`config.mk`:
```
export PLATFORM = sky130hd
export DESIGN_NAME = imm_encoder_flat
export DESIGN_NICKNAME = d
export VERILOG_FILES = /design/src/rtl/imm_encoder_if.sv /design/src/rtl/imm_encoder.sv /design/src/flat_wrapper.sv
export SDC_FILE = /design/constraint.sdc
export NUM_CORES = 1
export LEC_CHECK = 0
export ABC_AREA = 0
export CAP_MARGIN = 20
export CORE_ASPECT_RATIO = 1.5
export CORE_MARGIN = 2
export CORE_UTILIZATION = 45
export CTS_CLUSTER_SIZE = 25
export DETAILED_ROUTE_END_ITERATION = 12
export PLACE_DENSITY_LB_ADDON = 0.08
export REMOVE_ABC_BUFFERS = 1
export SYNTH_ARGS = -nofsm -noshare
export SYNTH_HDL_FRONTEND = slang
export SYNTH_SLANG_ARGS = --single-unit
```
`constraint.sdc`:
```
create_clock -name i_clk -period 6.37 [get_ports i_clk]
set_input_delay 0.9555 -clock i_clk [delete_from_list [all_inputs] [get_ports i_clk]]
set_output_delay 0.9555 -clock i_clk [all_outputs]
set_load 0.1 [all_outputs]
```
`src/rtl/imm_encoder_if.sv`:
```
// Request/response handshake bundle between the debug command path and the
// instruction-memory write port, as seen by the immediate encoder.
interface imm_encoder_if #(
    parameter int WIDTH = 32
);
    logic             i_valid;
    logic             o_ready;
    logic [2:0]       i_src;
    logic [WIDTH-1:0] i_base;
    logic [WIDTH-1:0] i_imm;
    logic             o_valid;
    logic             i_ready;
    logic [WIDTH-1:0] o_instr;
    logic             o_err;
    logic             o_last;

    modport slave (
        input  i_valid, i_src, i_base, i_imm, i_ready,
        output o_ready, o_valid, o_instr, o_err, o_last
    );

    modport master (
        output i_valid, i_src, i_base, i_imm, i_ready,
        input  o_ready, o_valid, o_instr, o_err, o_last
    );
endinterface

```
`src/rtl/imm_encoder.sv`:
```
// Scatters an immediate into an RV32I instruction skeleton with range checks,
// and expands the li pseudo-instruction into one or two machine words.
module imm_encoder #(
    parameter int WIDTH = 32
) (
    input  logic        i_clk,
    input  logic        i_rst,
    imm_encoder_if.slave bus
);
    typedef enum logic [1:0] {
        S_IDLE,
        S_OUT,
        S_OUT2
    } state_t;

    state_t           state, state_next;
    logic [WIDTH-1:0] imm, base;
    logic [31:0]      instr_q, instr_d, buf_q, buf_d;
    logic             err_q, err_d, last_q, last_d;
    logic [31:0]      enc_word, enc_second;
    logic             enc_err, enc_pair;
    logic [4:0]       rd;
    logic [11:0]      lo;
    logic [19:0]      hi;
    logic             ok12, ok13, ok21;
    logic             accept, drain;

    assign imm  = bus.i_imm;
    assign base = bus.i_base;
    assign rd   = base[11:7];
    assign lo   = imm[11:0];
    // ADDI sign-extends lo, so the upper part is rounded up when lo is negative
    assign hi   = imm[31:12] + {19'd0, imm[11]};

    assign ok12 = (&imm[31:11]) | ~(|imm[31:11]);
    assign ok13 = (&imm[31:12]) | ~(|imm[31:12]);
    assign ok21 = (&imm[31:20]) | ~(|imm[31:20]);

    always_comb begin
        enc_word   = '0;
        enc_second = '0;
        enc_err    = 1'b0;
        enc_pair   = 1'b0;
        case (bus.i_src)
            3'b000: begin
                enc_word = {imm[11:0], base[19:0]};
                enc_err  = !ok12;
            end
            3'b001: begin
                enc_word = {imm[11:5], base[24:12], imm[4:0], base[6:0]};
                enc_err  = !ok12;
            end
            3'b010: begin
                enc_word = {imm[12], imm[10:5], base[24:12], imm[4:1], imm[11], base[6:0]};
                enc_err  = !ok13 || imm[0];
            end
            3'b011: begin
                enc_word = {imm[20], imm[10:1], imm[11], imm[19:12], base[11:0]};
                enc_err  = !ok21 || imm[0];
            end
            3'b100: begin
                enc_word = {imm[31:12], base[11:0]};
                enc_err  = |imm[11:0];
            end
            3'b101: begin
                if (hi == 20'd0) begin
                    enc_word = {lo, 5'd0, 3'b000, rd, 7'b0010011};
                end else if (lo == 12'd0) begin
                    enc_word = {hi, rd, 7'b0110111};
                end else begin
                    enc_word   = {hi, rd, 7'b0110111};
                    enc_second = {lo, rd, 3'b000, rd, 7'b0010011};
                    enc_pair   = 1'b1;
                end
            end
            default: begin
                enc_word = 32'h0000_0013;
                enc_err  = 1'b1;
            end
        endcase
    end

    assign bus.o_ready = !i_rst && (state == S_IDLE || (state == S_OUT && bus.i_ready));
    assign accept      = bus.i_valid && bus.o_ready;
    assign drain       = (state != S_IDLE) && bus.i_ready;

    // A new request may land in the same cycle the held final word drains
    always_comb begin
        state_next = state;
        instr_d    = instr_q;
        err_d      = err_q;
        last_d     = last_q;
        buf_d      = buf_q;
        if (accept) begin
            state_next = enc_pair ? S_OUT2 : S_OUT;
            instr_d    = enc_word;
            err_d      = enc_err;
            last_d     = !enc_pair;
            buf_d      = enc_second;
        end else if (drain) begin
            case (state)
                S_OUT2: begin
                    state_next = S_OUT;
                    instr_d    = buf_q;
                    err_d      = 1'b0;
                    last_d     = 1'b1;
                end
                S_OUT:   state_next = S_IDLE;
                default: state_next = state;
            endcase
        end
    end

    always_ff @(posedge i_clk) begin
        if (i_rst) begin
            state   <= S_IDLE;
            instr_q <= '0;
            err_q   <= 1'b0;
            last_q  <= 1'b0;
            buf_q   <= '0;
        end else begin
            state   <= state_next;
            instr_q <= instr_d;
            err_q   <= err_d;
            last_q  <= last_d;
            buf_q   <= buf_d;
        end
    end

    assign bus.o_valid = (state != S_IDLE);
    assign bus.o_instr = instr_q;
    assign bus.o_err   = err_q;
    assign bus.o_last  = last_q;
endmodule

```
`src/flat_wrapper.sv`:
```
// flat-port wrapper written by rule: the top's interface ports become plain ports
module imm_encoder_flat 
#(
    parameter int WIDTH = 32
)
  (i_clk, i_rst, bus_i_valid, bus_i_src, bus_i_base, bus_i_imm, bus_i_ready, bus_o_ready, bus_o_valid, bus_o_instr, bus_o_err, bus_o_last);
  imm_encoder_if #(.WIDTH(WIDTH)) bus_i ();
  input  logic i_clk;
  input  logic i_rst;
  input wire logic [$bits(bus_i.i_valid)-1:0] bus_i_valid;
  input wire logic [$bits(bus_i.i_src)-1:0] bus_i_src;
  input wire logic [$bits(bus_i.i_base)-1:0] bus_i_base;
  input wire logic [$bits(bus_i.i_imm)-1:0] bus_i_imm;
  input wire logic [$bits(bus_i.i_ready)-1:0] bus_i_ready;
  output wire logic [$bits(bus_i.o_ready)-1:0] bus_o_ready;
  output wire logic [$bits(bus_i.o_valid)-1:0] bus_o_valid;
  output wire logic [$bits(bus_i.o_instr)-1:0] bus_o_instr;
  output wire logic [$bits(bus_i.o_err)-1:0] bus_o_err;
  output wire logic [$bits(bus_i.o_last)-1:0] bus_o_last;
  assign bus_i.i_valid = bus_i_valid;
  assign bus_i.i_src = bus_i_src;
  assign bus_i.i_base = bus_i_base;
  assign bus_i.i_imm = bus_i_imm;
  assign bus_i.i_ready = bus_i_ready;
  assign bus_o_ready = bus_i.o_ready;
  assign bus_o_valid = bus_i.o_valid;
  assign bus_o_instr = bus_i.o_instr;
  assign bus_o_err = bus_i.o_err;
  assign bus_o_last = bus_i.o_last;
  imm_encoder #(.WIDTH(WIDTH)) u_core (.i_clk(i_clk), .i_rst(i_rst), .bus(bus_i));
endmodule
```
# Yosys cells after proc, flatten, opt, wreduce, memory -nomap -nowiden
# Cells that the tools add are included.
# classes
n_eq_ne	7
mux	22
add_sub_neg	1
bitwise	6
reduce_logical	30
# ops
op	n
2-to-1 mux 32 bit	7
case mux 32 bit (6 select lines)	1
OR reduction 12 bit	2
AND reduction 21 bit	1
OR reduction 21 bit	1
adder 20 x 1 -> 20 bit	1
zero test 20 bit	1
AND reduction 20 bit	1
OR reduction 20 bit	1
zero test 12 bit	1
AND reduction 12 bit	1
2-to-1 mux 1 bit	9
== test 3 x 2 -> 1 bit (second input constant)	2
== test 3 bit (second input constant)	2
2-to-1 mux 2 bit	3
nonzero test 2 bit	3
zero test 1 bit	5
case mux 1 bit (5 select lines)	1
logical AND 1 bit	4
case mux 2 bit (2 select lines)	1
AND reduction 2 bit	2
== test 3 x 1 -> 1 bit (second input constant)	1
zero test 3 bit	1
logical OR 1 bit	3
other kinds (7)	11
# word_totals
wordCells	71
register_bits	68
in_bits	71
output_inout_bits	36

# Depth between registers and ports, before layout
# Gate-level depths: netlist (run 1).
# depth
depth_word	7
depth_mapped	10
mapped_depth_nobuf	9

# Worst setup path before layout (run 1)
# OpenSTA, ideal clock, no wires.
# synth_timing
path_type	in2reg
from	input bus_i_imm[11]
to	register u_core.buf_q[24]
n_path_buf	1
arrival_time_ps	3193
setup_slack_ps	3060
required_ps	6253
stages	10
path_cell_list	ha_1 -> ha_1 -> nand4_1 -> nor3_1 -> and3_1 -> o2111ai_1 -> nor4b_4 -> nor2_2 -> buf_2 -> a22o_1
# synth_between
elab_chain_len	4
# synth_lines
item	line_no	rtl
from (decl)	flat_wrapper.sv:13	input wire logic [$bits(bus_i.i_imm)-1:0] bus_i_imm;
adder 20 x 1 -> 20 bit / zero test 12 bit (equally long branches)	imm_encoder.sv:33, imm_encoder.sv:68	
zero test 20 bit / 2-to-1 mux 32 bit (equally long branches)	imm_encoder.sv:66, imm_encoder.sv:68	
2-to-1 mux 32 bit (*)	imm_encoder.sv:66	if (hi == 20'd0) begin
2-to-1 mux 32 bit (*)	imm_encoder.sv:44	case (bus.i_src)
to (signal assigned)	imm_encoder.sv:126	buf_q <= buf_d;
to (decl)	imm_encoder.sv:18	logic [31:0] instr_q, instr_d, buf_q, buf_d;
# Every way passes the cells marked *; elsewhere a longest branch is shown, timed or not.
# A chain may end at the register's enable or synchronous reset.

# Worst setup path in the final report (run 1)
# layout_timing
from	input bus_i_imm[11]
to	register u_core.instr_q[13], in the netlist u_core.bus.o_instr[13]
# layout_between
elab_chain_len	5
# layout_lines
item	line_no	rtl
adder 20 x 1 -> 20 bit (*)	imm_encoder.sv:33	assign hi = imm[31:12] + {19'd0, imm[11]};
zero test 20 bit	imm_encoder.sv:66	
2-to-1 mux 32 bit (*)	imm_encoder.sv:66	
case mux 32 bit (6 select lines) (*)	imm_encoder.sv:44	
2-to-1 mux 32 bit (*)	imm_encoder.sv:94	if (accept) begin
to (signal assigned)	imm_encoder.sv:123	instr_q <= instr_d;
to (decl)	imm_encoder.sv:18	
# Marks and branches as above.

==> results by group, run 1 <==
Worst setup path
  • Setup CP Type: input port to flip-flop
  • Most used cell, CP: ha_1
  • Worst Path Max Fanout: 15
  • CP required: 6.54 ns
  • CP max stage delay: 0.80 ns
  • Crit end category: flip-flop
  • Critical Path Source Type: input port
  • CP cell instances: clkdlybuf4s50_1 -> ha_1 -> ha_1 -> nand4_1 -> nor3_1 -> and3_1 -> o2111ai_1 -> nor4b_4 -> nor2_2 -> a221o_1
  • WP data arrival: 4.74 ns
  • Slowest stage cell, crit path: nor4b_4

CTS
  • PostCTS Resize Cnt: 0
  • Cts hold-fix bufs: 0
  • TritonCTS buffer count: 5
  • Max Root-Sink Buffers: 2
  • Depth of the CTS H-tree: 2
  • Post CTS Setup Buffer Count: 0
  • Insertion delay to the later sink of the worst-skew pair: 0.30 ns
  • # clock sinks: 54
  • Clock root cell: clkbuf_16
  • CTS tree: done
  • Worst-path clk slew: 0.07 ns

Final layout
  • Net count, final: 611
  • P&R area growth vs syn: 31.33%
  • Fraction of layout cells with a size suffix above 1: 0.05794
  • Final core occ: 0.6016
  • Final Instance Count excl. Fillers: 640
  • Diodes inserted: 0

Timing
  • Setup-failing EPs final: 0
  • Setup TNS: 0 ns
  • Final Hold Vio Count: 0
  • Fin. max-slew vios: 0
  • Worst relative slew slack: 0.2743
  • Fin crit share: 0.7162
  • Worst Skew: 0.01112 ns
  • FMAX: 0.2192 GHz
  • RSZ-0062 raised after global routing: no
  • Least-Margin Pin Slew: 1.085 ns
  • Fin crit period: 4.562 ns

Pwr
  • Sw frac: 0.3756
  • P_int: 612.3 µW
  • Part of the power in the clock network: 0.277
  • Sequential Power Share: 0.372
  • PwrDens: 206.1 nW/µm²
  • Switch Pwr: 368.3 µW
  • Power share of the combinational group: 0.351
  • P_leak: 1.652 nW
  • Worst vdd ir: 177.3 µV

Synthesis
  • Flops & latches, synth: 54
  • Count of different cell masters after synthesis: 57
  • Number of synthesized flops with an enable pin: 0
  • Sequential element share of the synthesized area: 0.2984
  • Post-synthesis cell area: 3622 µm²
  • Synth Flop Type: dfxtp_1
  • FFs w/ async S/R, synth: 0
  • Avg Inst Size Synth: 7.823 µm²
  • Mapped Cells: 463
  • Yosys Warn Count: 0

GRT
  • Vias in the first global route: 3777
  • First-pass GRT wire length: 19310 µm
  • GR Overflow Total: 0
  • Initial antenna violation count: 0
  • Pin count of the biggest net entering global routing: 38
  • Gr usage total: 0.2750

Drt
  • Via count: 3968
  • DR WL/cell: 19.00 µm
  • Initial DRC count: 303
  • Routed wire length: 12160 µm
  • DRC Markers: 0
  • First-pass iteration count of the detailed router: 4
  • Vias per std cell: 6.200
  • Routed Antenna Nets: 0

Status
  • Status: complete, no violations

Hold path
  • Hold/Removal Path Class: flip-flop to flip-flop

Floorplanning
  • Die Ht: 113.9 µm
  • FP Rows: 40
  • I/O pin total: 107
  • Core Area: 7908 µm²
  • Die width: 77.26 µm
  • DIE AREA: 8798 µm²
  • Initial core utilization: 0.4581

Place
  • IO buf count: 99
  • Placed cells: 632
  • Hpwl dp: 8709 µm
  • Final GP Congestion: 0.9031

Job
  • Max-cap viol count: 0
[flip-flops by register name (all words and copies together), names as in the netlist]
name / count
u_core.bus.o_instr: 32
u_core.buf_q: 18
u_core.state: 2
u_core.bus.o_err: 1
u_core.bus.o_last: 1
[power by group through the flow]
stage	clock network, mW	registers, mW	logic (mW)
after floorplan	0	0.478	0.104
after global placement	0	0.372	0.339
after detailed placement	0	0.373	0.342
after CTS	0.279	0.365	0.343
after global routing	0.294	0.367	0.364
final	0.272	0.365	0.344
[final timing paths]
check / startpoint / end / slack [ns] / depth (start not counted)
worst max register to register: u_core.state[0]$_SDFFE_PP0P_ / u_core.bus.o_instr[31]$_SDFFE_PP0P_ / 3.72 / 10
worst min-delay path: u_core.bus.o_instr[4]$_SDFFE_PP0P_ / u_core.bus.o_instr[4]$_SDFFE_PP0P_ / 0.45 / 2
worst max-delay path: bus_i_imm[11] / u_core.bus.o_instr[13]$_SDFFE_PP0P_ / 1.81 / 10
worst min register to register: u_core.bus.o_instr[4]$_SDFFE_PP0P_ / u_core.bus.o_instr[4]$_SDFFE_PP0P_ / 0.45 / 2
[Yosys cell counts, types with 9 or more instances]
cell / n / share of area
dfxtp_1: 54 / 0.30
nor2_1: 40 / 0.041
nand2_1: 36 / 0.037
a21oi_1: 31 / 0.043
clkbuf_1: 28 / 0.029
o21ai_0: 25 / 0.035
nand3_1: 23 / 0.032
nor3_1: 21 / 0.029
xnor2_1: 15 / 0.036
a221oi_1: 14 / 0.034
a22o_1: 12 / 0.029
mux2i_1: 11 / 0.030
nand4_1: 11 / 0.019
xor2_1: 11 / 0.027
a221o_1: 9 / 0.025
a22oi_1: 9 / 0.019
nor4_1: 9 / 0.016
[layout make-up]
class / instances / area (µm²)
fillers: 783 / 3151
well taps: 105 / 131.4
inverters: 9 / 33.78
multi-input cells: 357 / 2313
clock inverters: 3 / 21.27
repair buffers: 107 / 1051
clock buffers: 5 / 125.1
flip-flops and latches: 54 / 1081
[cell families (layout without fill, tap and decap cells)]
group	after synthesis	after routing	share of synthesized area
flops	54	54	0.2984
fa+ha+maj	6	6	0.02072
mux	12	12	0.03351
compound gates	143	143	0.2839
xor+xnor	26	26	0.06287
buf+inv	52	124	0.06287
simple gates	170	170	0.2376
[through the flow]
stage                     setup slack [ns]  instance area (µm²)  power, mW  hold slack, ns
final                                1.808                 4757     0.9806          0.4516
after floorplan                      2.730                 3428     0.5820          0.4372
after detailed placement             1.554                 4611     0.7144          0.4429
after global placement               1.557                 4611     0.7116          0.4368
after CTS                            1.843                 4757     0.9870          0.4530
after global routing                 1.516                 4757      1.024          0.4756
[critical path: cells and delay by family]
kind	cells	cell delay (ns)
compound gates	2	0.62
fa+ha+maj	2	0.52
buf+inv	1	0.63
simple gates	5	2.01
[metal layers]
layer | vias up | part of all wire | track usage
li1 | 1883 | - | -
met1 | 1885 | 0.40 | 0.3381
met2 | 177 | 0.50 | 0.4841
met3 | 23 | 0.063 | 0.03402
met4 | 0 | 0.029 | 0.1119
met5 | - | 0 | 0
[cell usage in the layout, fill, tap and decap left out, types with 11 or more instances in the layout]
cell / instances
a221oi_1: 14
nor3_1: 21
o21ai_0: 25
nand4_1: 11
clkdlybuf4s50_1: 99
xnor2_1: 15
xor2_1: 11
dfxtp_1: 54
mux2i_1: 11
nand2_1: 36
nor2_1: 40
a22o_1: 12
nand3_1: 23
a21oi_1: 31
Power figures use the tool's default switching activity.
==> inputs of run 2 (changes only) <==
- CORE_UTILIZATION: 45 -> 43
- clock period: 6.37 -> 4 ns (I/O delays scaled with it)
==> results by group, run 2 (synthesis results as in run 1) <==
Timing
  • Final Hold Vio Count: 0 (unchanged)
  • FMAX: 0.2837 GHz
  • Fin. max-slew vios: 0 (unchanged)
  • RSZ-0062 raised after global routing: no (unchanged)
  • Least-Margin Pin Slew: 0.9733 ns (was 1.085 ns)
  • Setup-failing EPs final: 0 (unchanged)
  • WHS: 0.4569 ns (was 0.4516 ns)
  • Worst Skew: 0.004120 ns (was 0.01112 ns)
  • Fin crit share: 0.8813
  • Fin crit period: 3.525 ns
  • Setup TNS: 0 ns (unchanged)
  • Worst relative slew slack: 0.3491 (was 0.2743)

Drt
  • Initial DRC count: 293 (was 303)
  • Top sig layer: met4 (unchanged)
  • DRC Markers: 0 (unchanged)
  • Routed length on met2: 6681 µm (was 6130 µm)
  • Vias per std cell: 6.095 (was 6.200)
  • Routed Antenna Nets: 0 (unchanged)
  • DR WL/cell: 19.40 µm (was 19.00 µm)
  • Routed wire length: 12920 µm (was 12160 µm)
  • Via count: 4059 (was 3968)
  • M1 WL: 5188 µm (was 4910 µm)
  • First-pass iteration count of the detailed router: 6 (was 4)
  • WL met3: 688 µm (was 770 µm)

CTS
  • # clock sinks: 54 (unchanged)
  • Depth of the CTS H-tree: 2 (unchanged)
  • Max Root-Sink Buffers: 2 (unchanged)
  • Clock root cell: clkbuf_16 (unchanged)
  • Insertion delay to the later sink of the worst-skew pair: 0.30 ns (about the same)
  • TritonCTS buffer count: 5 (unchanged)
  • Post CTS Setup Buffer Count: 0 (unchanged)
  • Worst-path clk slew: 0.07 ns (about the same)
  • PostCTS Resize Cnt: 0 (unchanged)
  • Cts hold-fix bufs: 0 (unchanged)
  • CTS tree: done (unchanged)

Final layout
  • Final non-filler cell area: 4959 µm² (was 4757 µm²)
  • Multi-input logic area: 2313 µm² (unchanged)
  • FILL cells: 810 (was 783)
  • Commonest cells after routing, fill and taps aside: 98 x clkdlybuf4s50_1, 54 x dfxtp_1, 40 x nor2_1 (was 99 x clkdlybuf4s50_1, 54 x dfxtp_1, 40 x nor2_1)
  • Final core occ: 0.5967 (was 0.6016)
  • Net count, final: 635 (was 611)
  • Diodes inserted: 0 (unchanged)
  • P&R area growth vs syn: 36.89% (was 31.33%)
  • Fraction of layout cells with a size suffix above 1: 0.1002 (was 0.05794)
  • Max reg flops: 32 (unchanged)
  • Sequential Area: 1081 µm² (unchanged)
  • Commonest non-fill, non-tap cell in the layout: clkdlybuf4s50_1 (unchanged)

GRT
  • Pin count of the biggest net entering global routing: 29 (was 38)
  • GR Overflow Total: 0 (unchanged)
  • Vias in the first global route: 3945 (was 3777)
  • Initial antenna violation count: 0 (unchanged)
  • Gr usage total: 0.2841 (was 0.2750)
  • First-pass GRT wire length: 20380 µm (was 19310 µm)

Place
  • IO buf count: 99 (unchanged)
  • Hpwl dp: 9536 µm (was 8709 µm)
  • Final GP Congestion: 0.9332 (was 0.9031)
  • Area post-placement: 4803 µm² (was 4611 µm²)

Floorplanning
  • I/O pin total: 107 (unchanged)
  • Die width: 78.94 µm (was 77.26 µm)
  • Die Ht: 116.4 µm (was 113.9 µm)
  • DIE AREA: 9189 µm² (was 8798 µm²)
  • FP Rows: 41 (was 40)
  • Core Area: 8310 µm² (was 7908 µm²)
  • Initial core utilization: 0.4359 (was 0.4581)

Pwr
  • Worst vdd ir: 172.7 µV (was 177.3 µV)
  • P_leak: 1.779 nW (was 1.652 nW)
  • PwrDens: 325.2 nW/µm² (was 206.1 nW/µm²)

Job
  • Max-cap viol count: 0 (unchanged)

Status
  • Status: complete, no violations (unchanged)

Worst setup path
  • CP required: 4.16 ns (was 6.54 ns)
  • Worst Path Max Fanout: 10 (was 15)
  • WP data arrival: 3.68 ns (was 4.74 ns)
  • CP top delay family: simple AND/OR/NAND/NOR gates (unchanged)
  • CP max stage delay: 0.67 ns (was 0.80 ns)
  • Slowest stage cell, crit path: nor2_1 (was nor4b_4)
  • Critical Path Source Type: input port (unchanged)
  • Setup CP Type: input port to flip-flop (unchanged)
  • CP Buf/Inv Count: 1 (unchanged)
  • CP cell instances: clkdlybuf4s50_1 -> ha_1 -> ha_1 -> nand3_1 -> or3_1 -> and3_1 -> o21ai_0 -> nor4b_4 -> nor2_1 -> o21ai_0 (was clkdlybuf4s50_1 -> ha_1 -> ha_1 -> nand4_1 -> nor3_1 -> and3_1 -> o2111ai_1 -> nor4b_4 -> nor2_2 -> a221o_1)
  • Crit end category: flip-flop (unchanged)

Hold path
  • Hold/Removal Path Class: flip-flop to flip-flop (unchanged)
-- run 2: area by class of cell --
type / count / share of cell area
clock buffers: 6 / 0.02801
repair buffers: 131 / 0.2503
inverters: 9 / 0.006813
clock inverters: 2 / 0.003280
multi-input cells: 357 / 0.4666
flip-flops and latches: 54 / 0.2180
well taps: 107 / 0.02700
-- run 2: final timing paths --
kind	startpoint	slack, ns	depth (start not counted)	end
setup reg to reg	u_core.state[0]$_SDFFE_PP0P_	1.34	10	u_core.state[0]$_SDFFE_PP0P_
hold / removal	u_core.bus.o_instr[9]$_SDFFE_PP0P_	0.46	2	u_core.bus.o_instr[9]$_SDFFE_PP0P_
hold reg to reg	u_core.bus.o_instr[9]$_SDFFE_PP0P_	0.46	2	u_core.bus.o_instr[9]$_SDFFE_PP0P_
setup / recovery	bus_i_imm[12]	0.47	10	u_core.state[0]$_SDFFE_PP0P_
-- run 2: routing by layer --
metal  track usage  up-vias
met1        0.3317     1940
met3       0.04250       30
met5             0        -
met2        0.5208      149
li1              -     1940
met4        0.1103        0
-- run 2: through the flow --
stage | std cells | power, mW | worst slack, ns
after floorplan | 420 | 0.9268 | 0.7160
after global placement | 658 | 1.157 | 0.2323
after detailed placement | 658 | 1.160 | 0.1553
after CTS | 666 | 1.623 | 0.4596
after global routing | 666 | 1.677 | 0.2134
final | 666 | 1.613 | 0.4748
-- run 2: report_power, final --
group          switching (mW)  internal [mW]
registers              0.0156          0.566
clock network           0.210          0.252
logic                   0.377          0.192
-- run 2: worst register-to-register path, stage by stage (launching register included) --
cell and delay, ns:
dfxtp_1 0.33, inv_1 0.08, ha_1 0.20, a21o_1 0.13, nand3_1 0.14, buf_4 0.28
nor3_1 0.19, buf_4 0.24, nand2_1 0.09, nor2_1 0.64, o21ai_0 0.19
